$ cat src/rtl/id_ex_pkg.sv
// id_ex_pkg: shared definitions for the ID/EX pipeline register.
//   - default widths DATA_W / REG_AW / CTRL_W
//   - bit positions of the fields inside the opaque control bundle
//   - id_ex_payload_t: packed layout of one held instruction
//   - sb_state_e: skid-buffer occupancy, encoded as {main_valid, skid_valid}
package id_ex_pkg;

   localparam int DATA_W = 32;
   localparam int REG_AW = 5;
   localparam int CTRL_W = 12;

   // Control bundle field positions (the register only carries them).
   localparam int CTRL_ALUOP_LSB = 0;   // 4 bits
   localparam int CTRL_ALUOP_W   = 4;
   localparam int CTRL_ALUSRC    = 4;
   localparam int CTRL_REGDST    = 5;
   localparam int CTRL_REGWRITE  = 6;
   localparam int CTRL_MEMREAD   = 7;
   localparam int CTRL_MEMWRITE  = 8;
   localparam int CTRL_MEMTOREG  = 9;
   localparam int CTRL_BRANCH    = 10;
   localparam int CTRL_JUMP      = 11;

   typedef struct packed {
      logic [DATA_W-1:0] pc4;
      logic [DATA_W-1:0] rs_data;
      logic [DATA_W-1:0] rt_data;
      logic [DATA_W-1:0] imm;
      logic [REG_AW-1:0] rt_addr;
      logic [REG_AW-1:0] rd_addr;
      logic [CTRL_W-1:0] ctrl;
   } id_ex_payload_t;

   localparam int PAYLOAD_W = $bits(id_ex_payload_t);

   // State is the pair of valid bits itself; 2'b01 is unreachable.
   typedef enum logic [1:0] {
      SB_EMPTY = 2'b00,
      SB_ONE   = 2'b10,
      SB_FULL  = 2'b11
   } sb_state_e;

endpackage

$ cat src/rtl/skid_buf_2e.sv
// skid_buf_2e: generic two-entry valid/ready skid buffer.
//   clk, rst (async, active high)
//   clr        : synchronous clear of both valid bits; same-cycle input dropped
//   in_valid/in_ready/in_data   : upstream side; in_ready is a flop output
//   out_valid/out_ready/out_data: downstream side, driven by the main entry
// in_ready depends only on state, so downstream stalls never reach upstream
// combinationally; the skid entry absorbs the one in-flight transfer.
module skid_buf_2e
   import id_ex_pkg::*;
#(
   parameter int W = 8
) (
   input  logic         clk,
   input  logic         rst,
   input  logic         clr,
   input  logic         in_valid,
   output logic         in_ready,
   input  logic [W-1:0] in_data,
   output logic         out_valid,
   input  logic         out_ready,
   output logic [W-1:0] out_data
);

   sb_state_e    state, state_nxt;
   logic [W-1:0] main_q, skid_q;
   logic         main_ld, main_from_skid, skid_ld;
   logic         accept, drain;

   assign out_valid = state[1];
   assign in_ready  = ~state[0];
   assign out_data  = main_q;
   assign accept    = in_valid & in_ready;
   assign drain     = out_valid & out_ready;

   always_comb begin
      state_nxt      = state;
      main_ld        = 1'b0;
      main_from_skid = 1'b0;
      skid_ld        = 1'b0;
      case (state)
         SB_EMPTY: begin
            if (accept) begin
               main_ld   = 1'b1;
               state_nxt = SB_ONE;
            end
         end
         SB_ONE: begin
            if (accept && drain) begin
               main_ld = 1'b1;
            end else if (accept) begin
               skid_ld   = 1'b1;
               state_nxt = SB_FULL;
            end else if (drain) begin
               state_nxt = SB_EMPTY;
            end
         end
         SB_FULL: begin
            if (drain) begin
               main_from_skid = 1'b1;
               state_nxt      = SB_ONE;
            end
         end
         default: state_nxt = SB_EMPTY;
      endcase
      // Clear wins: valids drop, payload keeps stale contents.
      if (clr) begin
         state_nxt      = SB_EMPTY;
         main_ld        = 1'b0;
         main_from_skid = 1'b0;
         skid_ld        = 1'b0;
      end
   end

   always_ff @(posedge clk or posedge rst) begin
      if (rst) state <= SB_EMPTY;
      else     state <= state_nxt;
   end

   always_ff @(posedge clk or posedge rst) begin
      if (rst) begin
         main_q <= '0;
         skid_q <= '0;
      end else begin
         if (main_ld)             main_q <= in_data;
         else if (main_from_skid) main_q <= skid_q;
         if (skid_ld)             skid_q <= in_data;
      end
   end

endmodule

$ cat src/rtl/id_ex_pipe_reg.sv
// id_ex_pipe_reg: ID/EX pipeline register with valid/ready handshake,
// two-entry skid buffer and synchronous flush for branch redirect.
//   clk_i, rst_i (async, active high), flush_i
//   in_valid_i / in_ready_o, pc4_i, rs_data_i, rt_data_i, imm_i,
//   rt_addr_i, rd_addr_i, ctrl_i                  : decode side
//   out_valid_o / out_ready_i, pc4_o, rs_data_o, rt_data_o, imm_o,
//   rt_addr_o, rd_addr_o, ctrl_o                  : execute side
// Optional: define ID_EX_STALL_CNT_EN to add stall_cnt_o[15:0], a saturating
// count of cycles with out_valid_o & !out_ready_i (cleared by rst_i only).
module id_ex_pipe_reg #(
   parameter int DATA_W = id_ex_pkg::DATA_W,
   parameter int REG_AW = id_ex_pkg::REG_AW,
   parameter int CTRL_W = id_ex_pkg::CTRL_W
) (
   input  logic              clk_i,
   input  logic              rst_i,
   input  logic              flush_i,
   input  logic              in_valid_i,
   output logic              in_ready_o,
   input  logic [DATA_W-1:0] pc4_i,
   input  logic [DATA_W-1:0] rs_data_i,
   input  logic [DATA_W-1:0] rt_data_i,
   input  logic [DATA_W-1:0] imm_i,
   input  logic [REG_AW-1:0] rt_addr_i,
   input  logic [REG_AW-1:0] rd_addr_i,
   input  logic [CTRL_W-1:0] ctrl_i,
   output logic              out_valid_o,
   input  logic              out_ready_i,
   output logic [DATA_W-1:0] pc4_o,
   output logic [DATA_W-1:0] rs_data_o,
   output logic [DATA_W-1:0] rt_data_o,
   output logic [DATA_W-1:0] imm_o,
   output logic [REG_AW-1:0] rt_addr_o,
   output logic [REG_AW-1:0] rd_addr_o,
   output logic [CTRL_W-1:0] ctrl_o
`ifdef ID_EX_STALL_CNT_EN
   ,
   output logic [15:0]       stall_cnt_o
`endif
);

   // Same field order as id_ex_pkg::id_ex_payload_t.
   localparam int PAY_W = 4*DATA_W + 2*REG_AW + CTRL_W;

   logic [PAY_W-1:0] pay_in, pay_out;

   assign pay_in = {pc4_i, rs_data_i, rt_data_i, imm_i, rt_addr_i, rd_addr_i, ctrl_i};
   assign {pc4_o, rs_data_o, rt_data_o, imm_o, rt_addr_o, rd_addr_o, ctrl_o} = pay_out;

   skid_buf_2e #(.W(PAY_W)) u_skid (
      .clk       (clk_i),
      .rst       (rst_i),
      .clr       (flush_i),
      .in_valid  (in_valid_i),
      .in_ready  (in_ready_o),
      .in_data   (pay_in),
      .out_valid (out_valid_o),
      .out_ready (out_ready_i),
      .out_data  (pay_out)
   );

`ifdef ID_EX_STALL_CNT_EN
   always_ff @(posedge clk_i or posedge rst_i) begin
      if (rst_i)
         stall_cnt_o <= 16'h0000;
      else if (out_valid_o && !out_ready_i && stall_cnt_o != 16'hFFFF)
         stall_cnt_o <= stall_cnt_o + 16'd1;
   end
`endif

endmodule

$ cat config.mk
export PLATFORM = sky130hd
export DESIGN_NAME = id_ex_pipe_reg
export DESIGN_NICKNAME = d
export VERILOG_FILES = /design/src/rtl/id_ex_pkg.sv /design/src/rtl/skid_buf_2e.sv /design/src/rtl/id_ex_pipe_reg.sv
export SDC_FILE = /design/constraint.sdc
export NUM_CORES = 1
export LEC_CHECK = 0
export CORE_MARGIN = 5
export CORE_UTILIZATION = 40
export DETAILED_ROUTE_END_ITERATION = 16
export PLACE_DENSITY = 0.66
export REMOVE_ABC_BUFFERS = 1
export SYNTH_ARGS = -nofsm -noshare
export SYNTH_HDL_FRONTEND = slang
export SYNTH_HIERARCHICAL = 1
export SYNTH_SLANG_ARGS = --single-unit
$ cat constraint.sdc
create_clock -name clk_i -period 13.44 [get_ports clk_i]
set_clock_uncertainty 0.05 [all_clocks]
set_input_delay 2.016 -clock clk_i [delete_from_list [all_inputs] [get_ports clk_i]]
set_output_delay 2.016 -clock clk_i [all_outputs]
set_load 0.02 [all_outputs]
==> results.cfg <==
[worst_setup_path]
endpoint_kind = flop
cp.required_ps = 13720
crit_path_start_kind = input port
rrSetupSlack_ps = 10140
critPathBufInv = 3
worstPathArrival_ps = 4860
cp_top_family = buffers and inverters
crit_type = input port to flop
crit_top_cell = buf_4
critPathMaxFanout = 58
slowest_delay_ps = 890
cp_slowest_cell = buf_4
crit_chain = clkdlybuf4s50_1, nor2b_1, nand3_4, buf_4, buf_4, mux2i_1, a21oi_1

[power]
clockPowerShare = 0.222
p_sw_uw = 1330
seqPwrFrac = 0.390
powerDensity_mw_per_mm2 = 236
p_leak_uw = 0.00863
power.internal_uw = 2790
pwr-share-comb = 0.388
swShare = 0.322
ir_worst_vdd_v = 0.000119
total_power_uw = 4120

[synth]
synth_area_per_cell_um2 = 13.2
syn_inst = 990
synthDistinctLibCells = 20
yosys_warnings = 6
synth_seq_area_share = 0.580
synthesis.area_mm2 = 0.0130
ys_ff_latch = 302

[sta]
post-route-period-util = 0.341
final_hold_viol_count = 0
setup_violations = 0
worstMarginPinSlew_ps = 1060
drv_slew = 0
tns_ps = 0
slew_headroom = 0.292
max_freq_mhz = 218
min_period_ps = 4580
rsz0062_at_grt = false

[finish]
antenna_cells = 0
final_common_cell = clkdlybuf4s50_1
layout.cells.most_common_list = clkdlybuf4s50_1, dfrtp_1, mux2i_1, a21oi_1, nor2_1
area_growth_pct = 34.2
drive_above_1_share = 0.168
nNetsFinal = 1437

[clock_network]
cts-buffers-inserted = 36
cts_setup_buffers = 0
clk_pin_slew_ps = 60
hold_buffers = 0
cts.sinks = 302
cts_tree = yes
cts_resized = 0
htreeDepth = 2
cts_buffer_depth = 3
clk_latency_ps = 490
cts-root-buf = clkbuf_16

[detailed_routing]
routedWlPerCell_um = 17.5
avgViaCountPerCell = 4.83
ant_nets = 0
num_vias = 8413
routed_wl_mm = 30.5
firstDrtPassIters = 6
drt-initial-drc-count = 458
drc = 0

[floorplan]
core_region_area_mm2 = 0.0324
rows = 66
ios = 307
start_util = 0.403
dieWidth_um = 190
dieArea_mm2 = 0.0363
die-height_um = 190

[global_route]
grt-ovfl-total = 0
antenna_found_initial = 1
grt_pass1_vias = 8743
grt_usage = 0.164
grt_pass1_wl_mm = 48.5
grt_max_degree = 215

[run_status]
outcome = complete, no violations

[placed_design]
port_buffers = 306
place.gp.congestion = 0.759
hpwl_mm = 19.5

[min_path]
hold_path_class = flop to flop

[job]
maxCapViolCount = 0
-- cell type report --
class,instances,area [µm²]
clock buffers,51,1040
fillers,2808,14900
flip-flops and latches,302,7560
clock inverters,10,80.1
inverters,3,18.8
well taps,442,553
repair buffers,316,3150
multi-input cells,619,5090
-- power by group through the flow --
stage	combinational (µW)	sequential, µW	clock [µW]
2_1_floorplan	743	1850	0
3_3_place_gp	1590	1600	0
3_5_place_dp	1610	1620	0
4_1_cts	1620	1610	952
5_1_grt	1710	1670	988
6_report	1600	1610	914
-- synth_stat cells, drive strengths merged --
cell,instances,area share
nor4bb,1,0.00077
mux2i,152,0.12
ha,4,0.0038
nand3,1,0.00038
buf,66,0.031
a211o,1,0.00067
mux2,151,0.16
dfrtp,302,0.58
inv,3,0.00086
and4bb,1,0.0012
nor2b,2,0.00096
a31oi,1,0.00096
nand2,3,0.0011
nor2,150,0.043
a21oi,151,0.058
o31ai,1,0.00058
-- metrics by stage --
stage / utilization / hold slack (ps) / setup WS [ps] / std cells / instance area (µm²)
6_report: 0.540 / 453 / 8860 / 1743 / 17500
5_1_grt: 0.540 / 460 / 8660 / 1743 / 17500
4_1_cts: 0.540 / 455 / 8830 / 1743 / 17500
3_5_place_dp: 0.506 / 441 / 8310 / 1682 / 16400
3_3_place_gp: 0.506 / 436 / 8310 / 1682 / 16400
2_1_floorplan: - / 429 / 3030 / 924 / 12600
-- final timing paths --
kind | startpoint | end | depth (start not counted)
min in group asynchronous | rst_i | u_skid/skid_q[50] | 2
setup reg to reg | u_skid/state[1] | u_skid/out_data[24] | 7
hold / removal | u_skid/skid_q[83] | u_skid/skid_q[83] | 1
max in group asynchronous | rst_i | u_skid/out_data[4] | 3
hold reg to reg | u_skid/skid_q[83] | u_skid/skid_q[83] | 1
setup / recovery | flush_i | u_skid/out_data[24] | 7
-- cell families (layout without fill, tap and decap cells) --
| group | after synthesis | in the layout | synth area share |
|---|---|---|---|
| multiplexers | 303 | 303 | 0.276 |
| flip-flops | 302 | 302 | 0.580 |
| AND/OR/NAND/NOR | 158 | 158 | 0.0476 |
| AO/OA/AOI/OAI | 154 | 154 | 0.0602 |
| buffers and inverters | 69 | 380 | 0.0323 |
| adder cells (fa/ha/maj) | 4 | 4 | 0.00384 |
-- per-layer routing --
metal	global-route usage	vias to the layer above	routed length (µm)
li1	-	4022	-
met1	0.219	4120	13400
met2	0.261	228	14200
met3	0.0531	41	2240
met4	0.0436	2	661
met5	0	-	11
-- flip-flops by register name, summed over array words and instances, names as in the netlist --
register and cells:
u_skid/out_data 150, u_skid/skid_q 150, u_skid/state 2
Power figures use the tool's default switching activity.
